===== src/rtl/fifo_uart_tx.sv =====
`default_nettype none
// ============================================================================
// Module      : fifo_uart_tx
// Description : Pops words from a first-word-fall-through FIFO and sends each
//               one as a UART frame: one start bit, DBIT data bits LSB first,
//               and SB_TICK oversample ticks of stop time. Includes its own
//               16x oversample tick divider.
// Revision    : 1.0 - initial release
// ============================================================================
module fifo_uart_tx #(
    parameter int DBIT     = 8,
    parameter int SB_TICK  = 16,
    parameter int DVSR     = 163,
    parameter int DVSR_BIT = 8
) (
    input  logic            clk,
    input  logic            reset,
    input  logic            fifo_empty,
    input  logic [DBIT-1:0] fifo_r_data,
    output logic            fifo_rd,
    output logic            tx,
    output logic            busy,
    output logic            tx_done_tick
);

    localparam int                  NB_W      = (DBIT > 1) ? $clog2(DBIT) : 1;
    localparam logic [DVSR_BIT-1:0] DIV_LAST  = DVSR_BIT'(DVSR - 1);
    localparam logic [4:0]          TICK_LAST = 5'd15;
    localparam logic [4:0]          STOP_LAST = 5'(SB_TICK - 1);
    localparam logic [NB_W-1:0]     BIT_LAST  = NB_W'(DBIT - 1);

    typedef enum logic [1:0] {
        IDLE  = 2'd0,
        START = 2'd1,
        DATA  = 2'd2,
        STOP  = 2'd3
    } state_t;

    state_t              state_q, state_d;
    logic [DVSR_BIT-1:0] div_q,   div_d;
    logic [4:0]          tick_q,  tick_d;
    logic [NB_W-1:0]     bit_q,   bit_d;
    logic [DBIT-1:0]     shift_q, shift_d;
    logic                tx_q,    tx_d;
    logic                s_tick;

    // State and datapath registers; reset aborts any frame and parks tx high
    always_ff @(posedge clk or posedge reset) begin
        if (reset) begin
            state_q <= IDLE;
            div_q   <= '0;
            tick_q  <= '0;
            bit_q   <= '0;
            shift_q <= '0;
            tx_q    <= 1'b1;
        end else begin
            state_q <= state_d;
            div_q   <= div_d;
            tick_q  <= tick_d;
            bit_q   <= bit_d;
            shift_q <= shift_d;
            tx_q    <= tx_d;
        end
    end

    // Oversample tick: one clock out of every DVSR
    always_comb begin
        s_tick = (div_q == DIV_LAST);
    end

    // Next-state logic, FIFO pop strobe, done pulse and next tx level
    always_comb begin
        state_d      = state_q;
        tick_d       = tick_q;
        bit_d        = bit_q;
        shift_d      = shift_q;
        div_d        = s_tick ? '0 : div_q + 1'b1;
        fifo_rd      = 1'b0;
        tx_done_tick = 1'b0;

        case (state_q)
            IDLE: begin
                // Gating with reset keeps the pop strobe quiet while held in reset
                if (!fifo_empty && !reset) begin
                    fifo_rd = 1'b1;
                    shift_d = fifo_r_data;
                    tick_d  = '0;
                    // Restart the divider so the start bit is exactly 16 ticks
                    div_d   = '0;
                    state_d = START;
                end
            end
            START: begin
                if (s_tick) begin
                    if (tick_q == TICK_LAST) begin
                        tick_d  = '0;
                        bit_d   = '0;
                        state_d = DATA;
                    end else begin
                        tick_d = tick_q + 5'd1;
                    end
                end
            end
            DATA: begin
                if (s_tick) begin
                    if (tick_q == TICK_LAST) begin
                        tick_d  = '0;
                        shift_d = shift_q >> 1;
                        if (bit_q == BIT_LAST) begin
                            state_d = STOP;
                        end else begin
                            bit_d = bit_q + 1'b1;
                        end
                    end else begin
                        tick_d = tick_q + 5'd1;
                    end
                end
            end
            STOP: begin
                if (s_tick) begin
                    if (tick_q == STOP_LAST) begin
                        tx_done_tick = 1'b1;
                        state_d      = IDLE;
                    end else begin
                        tick_d = tick_q + 5'd1;
                    end
                end
            end
            default: begin
                state_d = IDLE;
            end
        endcase

        // tx is registered, so it is derived from where the FSM is heading
        case (state_d)
            START:   tx_d = 1'b0;
            DATA:    tx_d = shift_d[0];
            default: tx_d = 1'b1;
        endcase
    end

    assign tx   = tx_q;
    assign busy = (state_q != IDLE);

endmodule
`default_nettype wire


===== config.mk =====
export PLATFORM = sky130hd
export DESIGN_NAME = fifo_uart_tx
export DESIGN_NICKNAME = d
export VERILOG_FILES = /design/src/rtl/fifo_uart_tx.sv
export SDC_FILE = /design/constraint.sdc
export NUM_CORES = 1
export LEC_CHECK = 0
export ABC_CLOCK_PERIOD_IN_PS = 2350
export BUFFER_PORTS_ARGS = -buffer_cell sky130_fd_sc_hd__buf_4
export CAP_MARGIN = 30
export CORE_AREA = 2 2 44 77
export DETAILED_ROUTE_END_ITERATION = 7
export DIE_AREA = 0 0 46 79
export HOLD_SLACK_MARGIN = 0.06
export PLACE_DENSITY = 0.75
export SYNTH_ARGS = -nofsm -noshare
export SYNTH_HDL_FRONTEND = slang
export SYNTH_SLANG_ARGS = --single-unit

===== constraint.sdc =====
create_clock -name clk -period 2.35 [get_ports clk]
set_input_delay 0.47 -clock clk [delete_from_list [all_inputs] [get_ports clk]]
set_output_delay 0.47 -clock clk [all_outputs]
set_load 0.02 [all_outputs]

---- After elaboration in Yosys (flattened, before gate mapping) ----
Index checks and enable logic that the tools add are counted.
storage, ports and cells
  register bits after elaboration ......... 27
  bits of input ports ..................... 11
  output and inout port bits .............. 4
  logic and storage cells ................. 72
operators by class
  add/sub/neg operators ................... 3
  equality and inequality tests ........... 17
  multiplexer cells ....................... 34
  reduce and logical (&&, ||, !) cells .... 11
operator list
  operator                                                                 number
  8-bit two-way mux                                                        6
  5-bit two-way mux                                                        5
  2-bit two-way mux                                                        8
  2-bit inequality test, second input constant                             8
  8-bit case mux with 2 select lines                                       1
  3-bit two-way mux                                                        5
  5-bit case mux with 3 select lines                                       1
  8-bit by 1-bit adder with 8-bit output, second input constant            1
  8-bit == test, second input constant                                     1
  2-bit case mux with 4 select lines                                       1
  4-bit AND reduction                                                      2
  2-bit == test, second input constant                                     3
  3-bit case mux with 2 select lines                                       1
  6-bit AND reduction                                                      1
  2-bit nonzero test                                                       3
  5-bit by 1-bit adder with 5-bit output, second input constant            1
  5-bit by 4-bit == test with 1-bit output, second input constant          1
  1-bit two-way mux                                                        5
  2-bit by 1-bit == test with 1-bit output, second input constant          2
  3-bit by 1-bit adder with 3-bit output, second input constant            1
  3-bit == test, second input constant                                     1
  1-bit logical NOT                                                        2
  2-bit logical NOT                                                        1
  2-bit by 1-bit inequality test with 1-bit output, second input constant  1
  3 further kinds                                                          3

---- Longest topological paths before layout ----
  depth after elaboration ................. 7
  depth in mapped cells ................... 9
  depth with buffers taken out ............ 8

---- Worst setup path before layout ----
Ideal clock, no wire load.
  kind .................................... reg-to-reg
  start point ............................. reg tick_q[0]
  end point ............................... reg shift_q[7]
  library setup time ...................... 0.127 ns
  arrival ................................. 1.981 ns
  required time ........................... 2.223 ns
  slack ................................... 0.242 ns
  cell stages (with the launch flop) ...... 9
  buffers on the path ..................... 1
  clock period less this slack ............ 2.108 ns
  path through ............................ dfrtp_1 -> ha_1 -> and3_1 -> ha_1 -> or4b_4 -> nor3_4 -> o21a_4 -> buf_12 -> o21ai_0
on the way
  cells in the longest elaborated chain, start to end .. 3
ends and longest elaborated chain
  element                                   line  text
  start, declared                           41    logic [4:0] tick_q, tick_d;
  start signal, assigned                    59    tick_q <= tick_d;
  5-bit by 4-bit == test with 1-bit output  106   if (tick_q == TICK_LAST) begin
  2-bit inequality test (no line)           -
  4-bit AND reduction (no line)             -
  end signal, assigned                      61    shift_q <= shift_d;
  end, declared                             43    logic [DBIT-1:0] shift_q, shift_d;
Every way passes these cells.
A chain may end at the register's enable or synchronous reset.

---- Worst setup path in the final report ----
  start point ............................. reg tick_q[0]
  end point ............................... out tx_done_tick
on the way
  cells in the longest elaborated chain, start to end .. 4
ends and longest elaborated chain
  element                                   line  text
  5-bit by 4-bit == test with 1-bit output  121   if (tick_q == STOP_LAST) begin
  1-bit two-way mux                         121
  1-bit two-way mux                         120   if (s_tick) begin
  1-bit two-way mux                         81    case (state_q)
  end, declared                             23    output logic tx_done_tick
Every way passes these cells.

==> summary.txt <==
via/cell ratio - 6.20
Wirelength per Cell - 16.4 um
mux cell area share after synthesis - 0.599%
CTS Buf Count - 3
Starting Density - 55.0%
Total Routing Usage GR - 22.7%
Mean Syn Cell Area - 9.50 um^2
Worst-Skew Late Latency - 0.27 ns
Critical Path AT - 1.82 ns
largest net degree at the start of global routing - 24
First-pass DRT Iterations - 4
Bufs on Longest Clock Path - 2
Synth Net Count - 199
hpwl dp - 2760 um
Post-synth ARST share - 100%
Slew Viols, Final - 0
Max-Cap Viols - 0
crit end category - output port
Synth Instances - 176
# hold bufs at CTS - 0
Worst Path Max Fanout - 4
Final Util - 62.1%
critical path type - register to output port
post-layout min period - 2.29 ns
commonest non-fill, non-tap cell in the layout - dfrtp_1
htree depth - 1
share of the synthesized area in the top cell type - 38.9%
EDFF count, synth - 0
Ant. Diodes - 0
adder-cell share of the synthesized area - 8.98%
Synth Area in Compound Gates - 19.1%
Area Growth Syn to Fin - 13.0%
Period Utilization, post-route - 97.5%
die area - 3630 um^2
Synth Warn # - 0
Tightest Pin Transition - 0.514 ns
Placed Area - 1800 um^2
root buffer cell - clkbuf_8
final number of setup-violating endpoints - 0
Antenna Nets Post-Route - 0
#FFs+latches synth - 27
Die W - 46 um
Ports - 15
CORE AREA - 3040 um^2
post-synth top area cell - dfrtp_1
Rel. slew slack - 65.4%
commonest cells after routing, fill and taps aside - dfrtp_1, nor2_1, buf_4
final hold vios - 0
status - finished clean
CTS tree - done
Synth Area in XOR/XNOR - 3.14%
post-layout net count - 217
top_reg_cell synth - dfrtp_1
Clk pin slew, worst setup/hold paths - 0.09 ns
layout cell share with drive strength beyond 1 - 23.3%
Final Cell Area - 1890 um^2
vias in the first global route - 1468
sequential share of the synthesized area - 40.5%
Inst Count DP - 217
Synth area leaders - dfrtp_1, ha_1, o21ai_0, nor2_1, nand3_1
Startpoint Class - register
die span in y - 79 um
initial antenna violation count - 0
mapped cell area - 1670 um^2
pwr dens - 405 nW/um^2
first-pass GRT wire length - 6310 um
Initial DRC Count - 45
post-route setup slack - 0.0586 ns
gr ovfl total - 0
Fillers - 264
Layout Skew - 0.00684 ns
maximum VDD drop - 0.406 mV
leakage - 0.883 nW
post-synth cell types - 49
Sink Count - 27
number of cell rows - 27
CP Data Required Time - 1.88 ns
final wirelength - 3640 um
fmax - 0.436 GHz
post-synthesis simple-gate area fraction - 22.2%
Pwr Total - 0.765 mW
GP Congestion - 0.902
port bufs - 14
vias post-DR - 1376
main combinational cell family by area after synthesis - simple AND/OR/NAND/NOR gates
drt drc - 0
Non-Filler Instances - 222
Hold Path Class - primary input to asynchronous set/reset pin
worst slack at placement - 0.0923 ns
[synth_stat cells (4+ instances only)]
master,number
clkbuf_1,4
a22oi_1,7
nand2_1,4
inv_1,13
a21oi_1,4
nor2_1,20
ha_1,12
nand3_1,11
dfrtp_1,26
o21ai_0,16
xnor2_1,4
[cell families (layout without fill, tap and decap cells)]
logic type / Yosys count / count (layout)
compound gates: 46 / 46
flops: 27 / 27
fa+ha+maj: 12 / 12
buf+inv: 19 / 36
mux: 1 / 1
simple gates: 65 / 65
xor+xnor: 6 / 6
[worst max-delay path: stages, from the launching register on]
cell,delay (ns)
dfrtp_1,0.42
ha_1,0.23
and3_2,0.25
ha_4,0.17
nor4b_4,0.13
and3_1,0.19
buf_4,0.15
[cell type report]
cell class | count | area, um^2 | share of cell area (%)
Sequential cell | 27 | 677 | 35.8
Clock buffer | 3 | 41.3 | 2.19
Tap cell | 29 | 36.3 | 1.92
Multi-Input combinational cell | 130 | 938 | 49.7
Timing Repair Buffer | 19 | 143 | 7.55
Inverter | 13 | 48.8 | 2.58
Clock inverter | 1 | 5.00 | 0.265
[per-layer routing]
metal | track usage, % | vias up | part of all wire, %
met3 | 1.82 | 11 | 2.1
met4 | 10.0 | 0 | 3.2
met2 | 39.6 | 25 | 56
met5 | 0 | - | 0
li1 | - | 661 | -
met1 | 26.7 | 679 | 39
[what timing repair did]
item                       CTS  global route
buffers inserted             0             1
resized for setup            2             7
setup endpoints to repair    1            12
[registers in the layout (all words and copies together) (netlist names)]
| name | flops |
|---|---|
| div_q | 8 |
| shift_q | 8 |
| tick_q | 5 |
| bit_q | 3 |
| state_q | 2 |
| tx | 1 |
[worst paths after layout]
| path | from | cells after the start | slack [ns] | endpoint |
|---|---|---|---|---|
| hold / removal | reset | 2 | 0.12 | shift_q[0] |
| min in group clk | fifo_r_data[7] | 3 | 0.43 | shift_q[7] |
| setup / recovery | tick_q[0] | 6 | 0.06 | tx_done_tick |
| hold reg to reg | div_q[0] | 1 | 0.51 | div_q[0] |
| max in group asynchronous | reset | 3 | 1.63 | tx |
| setup reg to reg | tick_q[0] | 6 | 0.17 | tick_q[3] |
[per-stage QoR]
stage | setup TNS [ns] | hold WS, ns
after global routing | -0.00120 | 0.117
after CTS | 0 | 0.115
after global placement | 0 | 0.413
after floorplan | 0 | 0.462
after detailed placement | 0 | 0.416
final | 0 | 0.117
[power by group]
part	total, mW	leakage [nW]	internal, mW	switching, mW
clock	0.264	0.0255	0.119	0.145
combinational	0.0311	0.518	0.0150	0.0160
sequential	0.470	0.340	0.467	0.00267
No activity file was read; power rests on OpenSTA's default activity.
